## src/rtl/go_launch_ctrl.sv

```systemverilog
// Launch controller that follows an upstream READY/SET/GO phase sequence and
// emits one held launch per GO, flagging sequence errors with a sticky cause.
module go_launch_ctrl #(
    parameter int CNT_W = 8,
    parameter int ERR_W = 4
) (
    input  logic             clk,
    input  logic             rstN,
    input  logic             get_ready,
    input  logic             get_set,
    input  logic             get_going,
    input  logic             launch_ack,
    input  logic             clr_err,
    output logic             launch_valid,
    output logic [CNT_W-1:0] launch_id,
    output logic             seq_err,
    output logic [1:0]       err_code,
    output logic [ERR_W-1:0] err_count
);

    typedef enum logic [2:0] {
        IDLE   = 3'd0,
        ARMED  = 3'd1,
        PRIMED = 3'd2,
        FIRED  = 3'd3,
        ERROR  = 3'd4
    } state_t;

    localparam logic [1:0] E_NONE  = 2'b00;
    localparam logic [1:0] E_MULTI = 2'b01;
    localparam logic [1:0] E_ORDER = 2'b10;
    localparam logic [1:0] E_OVER  = 2'b11;

    state_t           state;
    state_t           nxt_state;
    logic [CNT_W-1:0] next_id;
    logic [2:0]       phase;
    logic             launch_try;
    logic             launch_ok;
    logic             err_hit;
    logic [1:0]       err_cause;

    function automatic logic multi_hot(input logic [2:0] p);
        return (p[2] & p[1]) | (p[2] & p[0]) | (p[1] & p[0]);
    endfunction

    function automatic logic [ERR_W-1:0] sat_inc(input logic [ERR_W-1:0] v);
        return (&v) ? v : v + 1'b1;
    endfunction

    assign phase = {get_ready, get_set, get_going};

    always_comb begin
        nxt_state  = state;
        launch_try = 1'b0;
        launch_ok  = 1'b0;
        err_hit    = 1'b0;
        err_cause  = E_NONE;

        if (state == ERROR) begin
            if (clr_err) nxt_state = IDLE;
        end else if (multi_hot(phase)) begin
            err_hit   = 1'b1;
            err_cause = E_MULTI;
        end else begin
            unique case (state)
                IDLE: begin
                    if (get_ready)                  nxt_state = ARMED;
                    else if (get_set || get_going)  begin err_hit = 1'b1; err_cause = E_ORDER; end
                    else                            nxt_state = IDLE;
                end
                ARMED: begin
                    if (get_set)                    nxt_state = PRIMED;
                    else if (get_ready)             nxt_state = ARMED;
                    else if (get_going)             begin err_hit = 1'b1; err_cause = E_ORDER; end
                    else                            nxt_state = IDLE;
                end
                PRIMED: begin
                    if (get_going)                  launch_try = 1'b1;
                    else if (get_set)               nxt_state = PRIMED;
                    else if (get_ready)             begin err_hit = 1'b1; err_cause = E_ORDER; end
                    else                            nxt_state = IDLE;
                end
                FIRED: begin
                    if (get_ready)                  nxt_state = ARMED;
                    else if (get_set || get_going)  begin err_hit = 1'b1; err_cause = E_ORDER; end
                    else                            nxt_state = IDLE;
                end
                default:                            nxt_state = IDLE;
            endcase
        end

        // A GO can only launch if the previous launch is gone or leaving this cycle.
        if (launch_try) begin
            if (!launch_valid || launch_ack) begin
                launch_ok = 1'b1;
                nxt_state = FIRED;
            end else begin
                err_hit   = 1'b1;
                err_cause = E_OVER;
            end
        end

        if (err_hit) nxt_state = ERROR;
    end

    always_ff @(posedge clk or negedge rstN) begin
        if (!rstN) begin
            state        <= IDLE;
            launch_valid <= 1'b0;
            launch_id    <= '0;
            next_id      <= '0;
            seq_err      <= 1'b0;
            err_code     <= E_NONE;
            err_count    <= '0;
        end else begin
            state <= nxt_state;

            if (err_hit) begin
                seq_err   <= 1'b1;
                err_code  <= err_cause;
                err_count <= sat_inc(err_count);
            end else if (state == ERROR && clr_err) begin
                seq_err  <= 1'b0;
                err_code <= E_NONE;
            end

            // A pending launch survives ERROR and clr_err; only ack or reset retires it.
            if (launch_ok) begin
                launch_valid <= 1'b1;
                launch_id    <= next_id;
                next_id      <= next_id + 1'b1;
            end else if (launch_valid && launch_ack) begin
                launch_valid <= 1'b0;
            end
        end
    end

endmodule

```

## config.mk

```make
export PLATFORM = sky130hd
export DESIGN_NAME = go_launch_ctrl
export DESIGN_NICKNAME = d
export VERILOG_FILES = /design/src/rtl/go_launch_ctrl.sv
export SDC_FILE = /design/constraint.sdc
export NUM_CORES = 1
export LEC_CHECK = 0
export BUFFER_PORTS_ARGS = -buffer_cell sky130_fd_sc_hd__buf_4
export CAP_MARGIN = 40
export CORE_ASPECT_RATIO = 0.7
export CORE_MARGIN = 2
export CORE_UTILIZATION = 45
export CTS_BUF_LIST = sky130_fd_sc_hd__clkbuf_16
export CTS_CLUSTER_DIAMETER = 150
export CTS_CLUSTER_SIZE = 28
export DETAILED_ROUTE_END_ITERATION = 16
export PLACE_DENSITY = 0.73
export SYNTH_ARGS = -nofsm -noshare
export SYNTH_HDL_FRONTEND = slang
export SYNTH_SLANG_ARGS = --single-unit
```

## constraint.sdc

```tcl
create_clock -name clk -period 2.3 [get_ports clk]
set_input_delay 0.115 -clock clk [delete_from_list [all_inputs] [get_ports clk]]
set_output_delay 0.115 -clock clk [all_outputs]
set_load 0.02 [all_outputs]
```

Yosys cells after proc, flatten, opt, wreduce, memory -nomap -nowiden
Index checks and enable logic that the tools add are counted.

word-level totals
  bits in writable memories = 0
  bits of input ports = 7
  flip-flop bits (word level) = 27
  latch bits = 0
  memory bits (read-only) = 0
  logic and storage cells = 82
  memories = 0

cells by class
  $add $sub $neg = 2
  shifts and indexed selects = 0
  reductions and logical operators = 11
  divide/modulo/power cells = 0
  bitwise logic cells = 6
  $lt $le $gt $ge = 0
  multipliers = 0
  multiplexer cells = 52
  equal/unequal tests = 4

operator list
  kind                 count
  $mux 3               14
  $mux 2               14
  $mux 1               21
  $pmux 3 s3           1
  $add 8x1->8 const B  1
  $eq 3x2->1 const B   2
  $pmux 2 s3           1
  $add 4x1->4 const B  1
  $reduce_and 4->1     1
  $reduce_bool 2->1    2
  $and 1x1->1          3
  $eq 3x1->1 const B   1
  $eq 3x3->1 const B   1
  $logic_not 3->1      1
  $pmux 1 s3           1
  $logic_and 1x1->1    2
  $logic_or 1x1->1     2
  $or 1x1->1           2
  $reduce_and 2->1     1
  $reduce_or 2->1      1
  $logic_not 1->1      1
  $not 1->1            1

Longest topological paths before layout
  depth in word-level cells = 9
  gate-level depth with buffers = 6

Worst setup path after synthesis
OpenSTA, ideal clock, no wires.

  path type = reg-to-reg
  start = register state[0]
  end = register err_count[1]
  stages on the path, launching flop included = 6
  path slack = 545 ps
  clock period less this slack = 1755 ps
  arrival time = 1627 ps
  cell sequence = dfrtp_1 > buf_2 > nor4b_1 > nand2_1 > a41oi_4 > mux2_1

between the ends
  longest elaborated chain between the ends = 8

ends and longest elaborated chain
  what                                           line  source
  start: declaration                             34    state_t state;
  start signal: assignment                       117   state <= nxt_state;
  $eq 3x2->1 or $logic_not 3->1 (tied branches)  66    unique case (state)
  $reduce_or 2->1 (no line)                      n/a
  $pmux 1 s3                                     66
  $mux 1                                         62    end else if (multi_hot(phase)) begin
  $mux 1                                         60    if (state == ERROR) begin
  $mux 1                                         95    if (!launch_valid || launch_ack) begin
  $mux 1 (*)                                     94    if (launch_try) begin
  $reduce_and 2->1 (no line) (*)                 n/a
  end signal: assignment                         122   err_count <= sat_inc(err_count);
  end: declaration                               18    output logic [ERR_W-1:0] err_count

Mark *: on every way between the ends. The rest lies on a longest branch, timed or not.
A chain may end at the register's enable or synchronous reset.

Final worst setup path
  start = register state[1]
  end = register next_id[5]

between the ends
  longest elaborated chain between the ends = 5

ends and longest elaborated chain
  what                    line  source
  $eq 3x2->1              66
  $mux 1                  66
  $mux 1                  62
  $mux 1 (*)              60
  $mux 1 (*)              94
  end signal: assignment  132   next_id <= next_id + 1'b1;
  end: declaration        36    logic [CNT_W-1:0] next_id;

Marks and branches as above.

==> out/results.tsv <==
metric	value	unit
fill cell count	256	
worst min path class	in2reg	
power per cell area	917	mW/mm^2
Die W	70.0	microns
vias per std cell	5.39	
layout cells sized above 1	19.5	%
top-level I/O count	23	
Layout area overhead	18.4	%
Final period util	83.1	%
Die Y	50.2	microns
clock skew	1.35	ps
Yosys top cell area share	49.3	%
worst vdd ir	0.617	mV
TritonCTS clock tree	yes	
port bufs	22	
Synth area leader	dfrtp_1	
slew margin rel.	55.1	%
total of max-cap violations	0	
Sink Count	27	
EDFF count, synth	0	
pin count of the biggest net entering global routing	28	
Final Max Slew Viols	0	
cell area after synthesis	0.00137	sq mm
end of the critical path	next_id[5]	
RSZ-0062 raised after global routing	no	
cell with the most instances after synthesis	nand2_1	
initial antenna violation count	0	
residual DRC count	0	
via count	1052	
WL/cell	13.3	microns
crit path max fanout	11	
Mapped Cells	138	
R2R setup slack	390	ps
Synth Register Bits	27	
final non-filler cell total	195	
Max stage delay on crit path	500	ps
Avg Cell Area, Syn	9.93	sq um
post_cts resized	0	
Rows	16	
Worst R2R Start	state[1]	
drt pass-1 iters	4	
Slowest-stage cell, CP	dfrtp_1	
CP cell instances	nor3b_1, nand4_1, buf_4, nor2_1, xor2_1	
vias in the first global route	1000	
Post-Syn Nets	147	
Critical path origin	state[1]	
total gr overflow	0	
hold path start	get_going	
GPL Wtd Cong	0.829	
ys flop type	dfrtp_1	
Antenna Cells	0	
first-pass GRT wire length	4490	microns
Commonest cells post-synth	nand2_1, dfrtp_1, nand3_1	
root buf cell	clkbuf_16	
core area	0.00284	sq mm
post-detail-place hpwl	1890	microns
CP arrival	2090	ps
Seq/Total Area, Yosys	49.3	%
Worst Setup End Kind	flip-flop	
outcome	complete, no violations	
Leak Pwr	0.801	nW
ys async rst share	100	%
initial DRC count	73	
Worst-path clk slew	60	ps
largest cells by area after synthesis	dfrtp_1, nand2_1, xnor2_1	
Setup TNS	0	ps
Final ANT Viol Nets	0	
type of the worst setup path	reg2reg	
Num CTS Buffers	3	
Tmin final	1910	ps
final wirelength	2590	microns
Synth cell types	39	
WP data required	2480	ps
worst r2r dst	next_id[5]	
fmax	523	MHz
Final Setup Violations	0	
Slew @ Worst Pin	673	ps
htree depth	1	
Clock Latency Late Sink	260	ps
full die area	0.00351	sq mm
Yosys warning count	0	
GRT Overall Usage	16.1	%
reg2reg path depth	5	
clk buf depth	2	
FF+latch area	676	sq um
Final nets	169	
Cells after DPL	190	
Worst Setup Start Kind	flip-flop	
multi-input combinational cell area	628	sq um
initial core utilization	48.2	%
final hold vios	0	
## where the power goes
part	internal, mW	leakage, nW	switching, mW
clock network	0.233	0.0423	0.154
logic	0.215	0.398	0.251
registers	0.551	0.361	0.0841
## cells by family after synthesis
kind of cell / count (synthesis) / synth area share (%)
and+or+nand+nor: 73 / 26.5
DFF: 27 / 49.3
AOI/OAI and AO/OA: 15 / 10.0
buffers and inverters: 10 / 4.84
xor gates and xnor gates: 8 / 5.11
muxes: 2 / 1.64
adders and majority gates: 3 / 2.56
## cell usage in the layout, fill, tap and decap left out, drive strengths merged, types with 3 or more instances in the layout
master | netlist | layout
nand4 | 6 | 6
xor2 | 3 | 3
xnor2 | 5 | 5
nand2 | 34 | 34
nand3 | 7 | 7
a21o | 3 | 3
dfrtp | 27 | 27
buf | 6 | 23
clkbuf | 1 | 3
nor2 | 6 | 6
nor3 | 5 | 5
inv | 3 | 4
nand2b | 4 | 4
## layout make-up
| class | instances | area share [%] |
|---|---|---|
| Clock buffer | 3 | 4.63 |
| Clock inverter | 1 | 0.231 |
| Inverter | 3 | 0.694 |
| Multi-Input combinational cell | 101 | 38.7 |
| Sequential cell | 27 | 41.7 |
| Tap cell | 36 | 2.78 |
| Timing Repair Buffer | 24 | 11.3 |
## what timing repair did
item | CTS | global route
endpoints found under the hold margin | 27 | 0
hold buffers | 1 | 0
setup endpoints to repair | 0 | 0
buffers inserted | 0 | 0
## sequential cells by signal, summed over array words and instances, names as in the netlist
| signal | flops |
|---|---|
| seq_err | 1 |
| launch_id | 8 |
| state | 3 |
| err_count | 4 |
| launch_valid | 1 |
| err_code | 2 |
| next_id | 8 |
## worst min-delay path by stage
stage | to | slack [ps] | cells after the start
after global routing | launch_valid | 160 | 3
after global placement | state[0] | 40 | 1
final | launch_valid | 150 | 3
after CTS | launch_valid | 150 | 3
after detailed placement | launch_id[7] | 50 | 1
after floorplan | err_code[0] | -180 | 0
## worst max-delay path: cells and delay by family, from the launching register on
kind                   cells  cell delay (ps)
AND/OR/NAND/NOR            3              900
flip-flops                 1              500
buffers and inverters      1              270
XOR/XNOR                   1              160
## through the flow
| stage | area [sq um] | utilization [%] | setup WS (ps) | total power [mW] | hold WS [ps] |
|---|---|---|---|---|---|
| global placement | 1530 | 53.9 | 447 | 1.10 | 43.4 |
| detailed placement | 1530 | 53.9 | 401 | 1.12 | 51.7 |
| finish | 1620 | 57.0 | 388 | 1.49 | 152 |
| floorplan | 1370 | - | 545 | 0.945 | -181 |
| global route | 1620 | 57.0 | 188 | 1.58 | 163 |
| CTS | 1620 | 57.0 | 384 | 1.51 | 149 |
## metal layers
metal | GRT usage [%] | routed length [microns]
met2 | 24.6 | 1170
met4 | 4.49 | 28
met3 | 5.42 | 142
met1 | 22.0 | 1240
met5 | 0 | 0
Power figures use the tool's default switching activity.
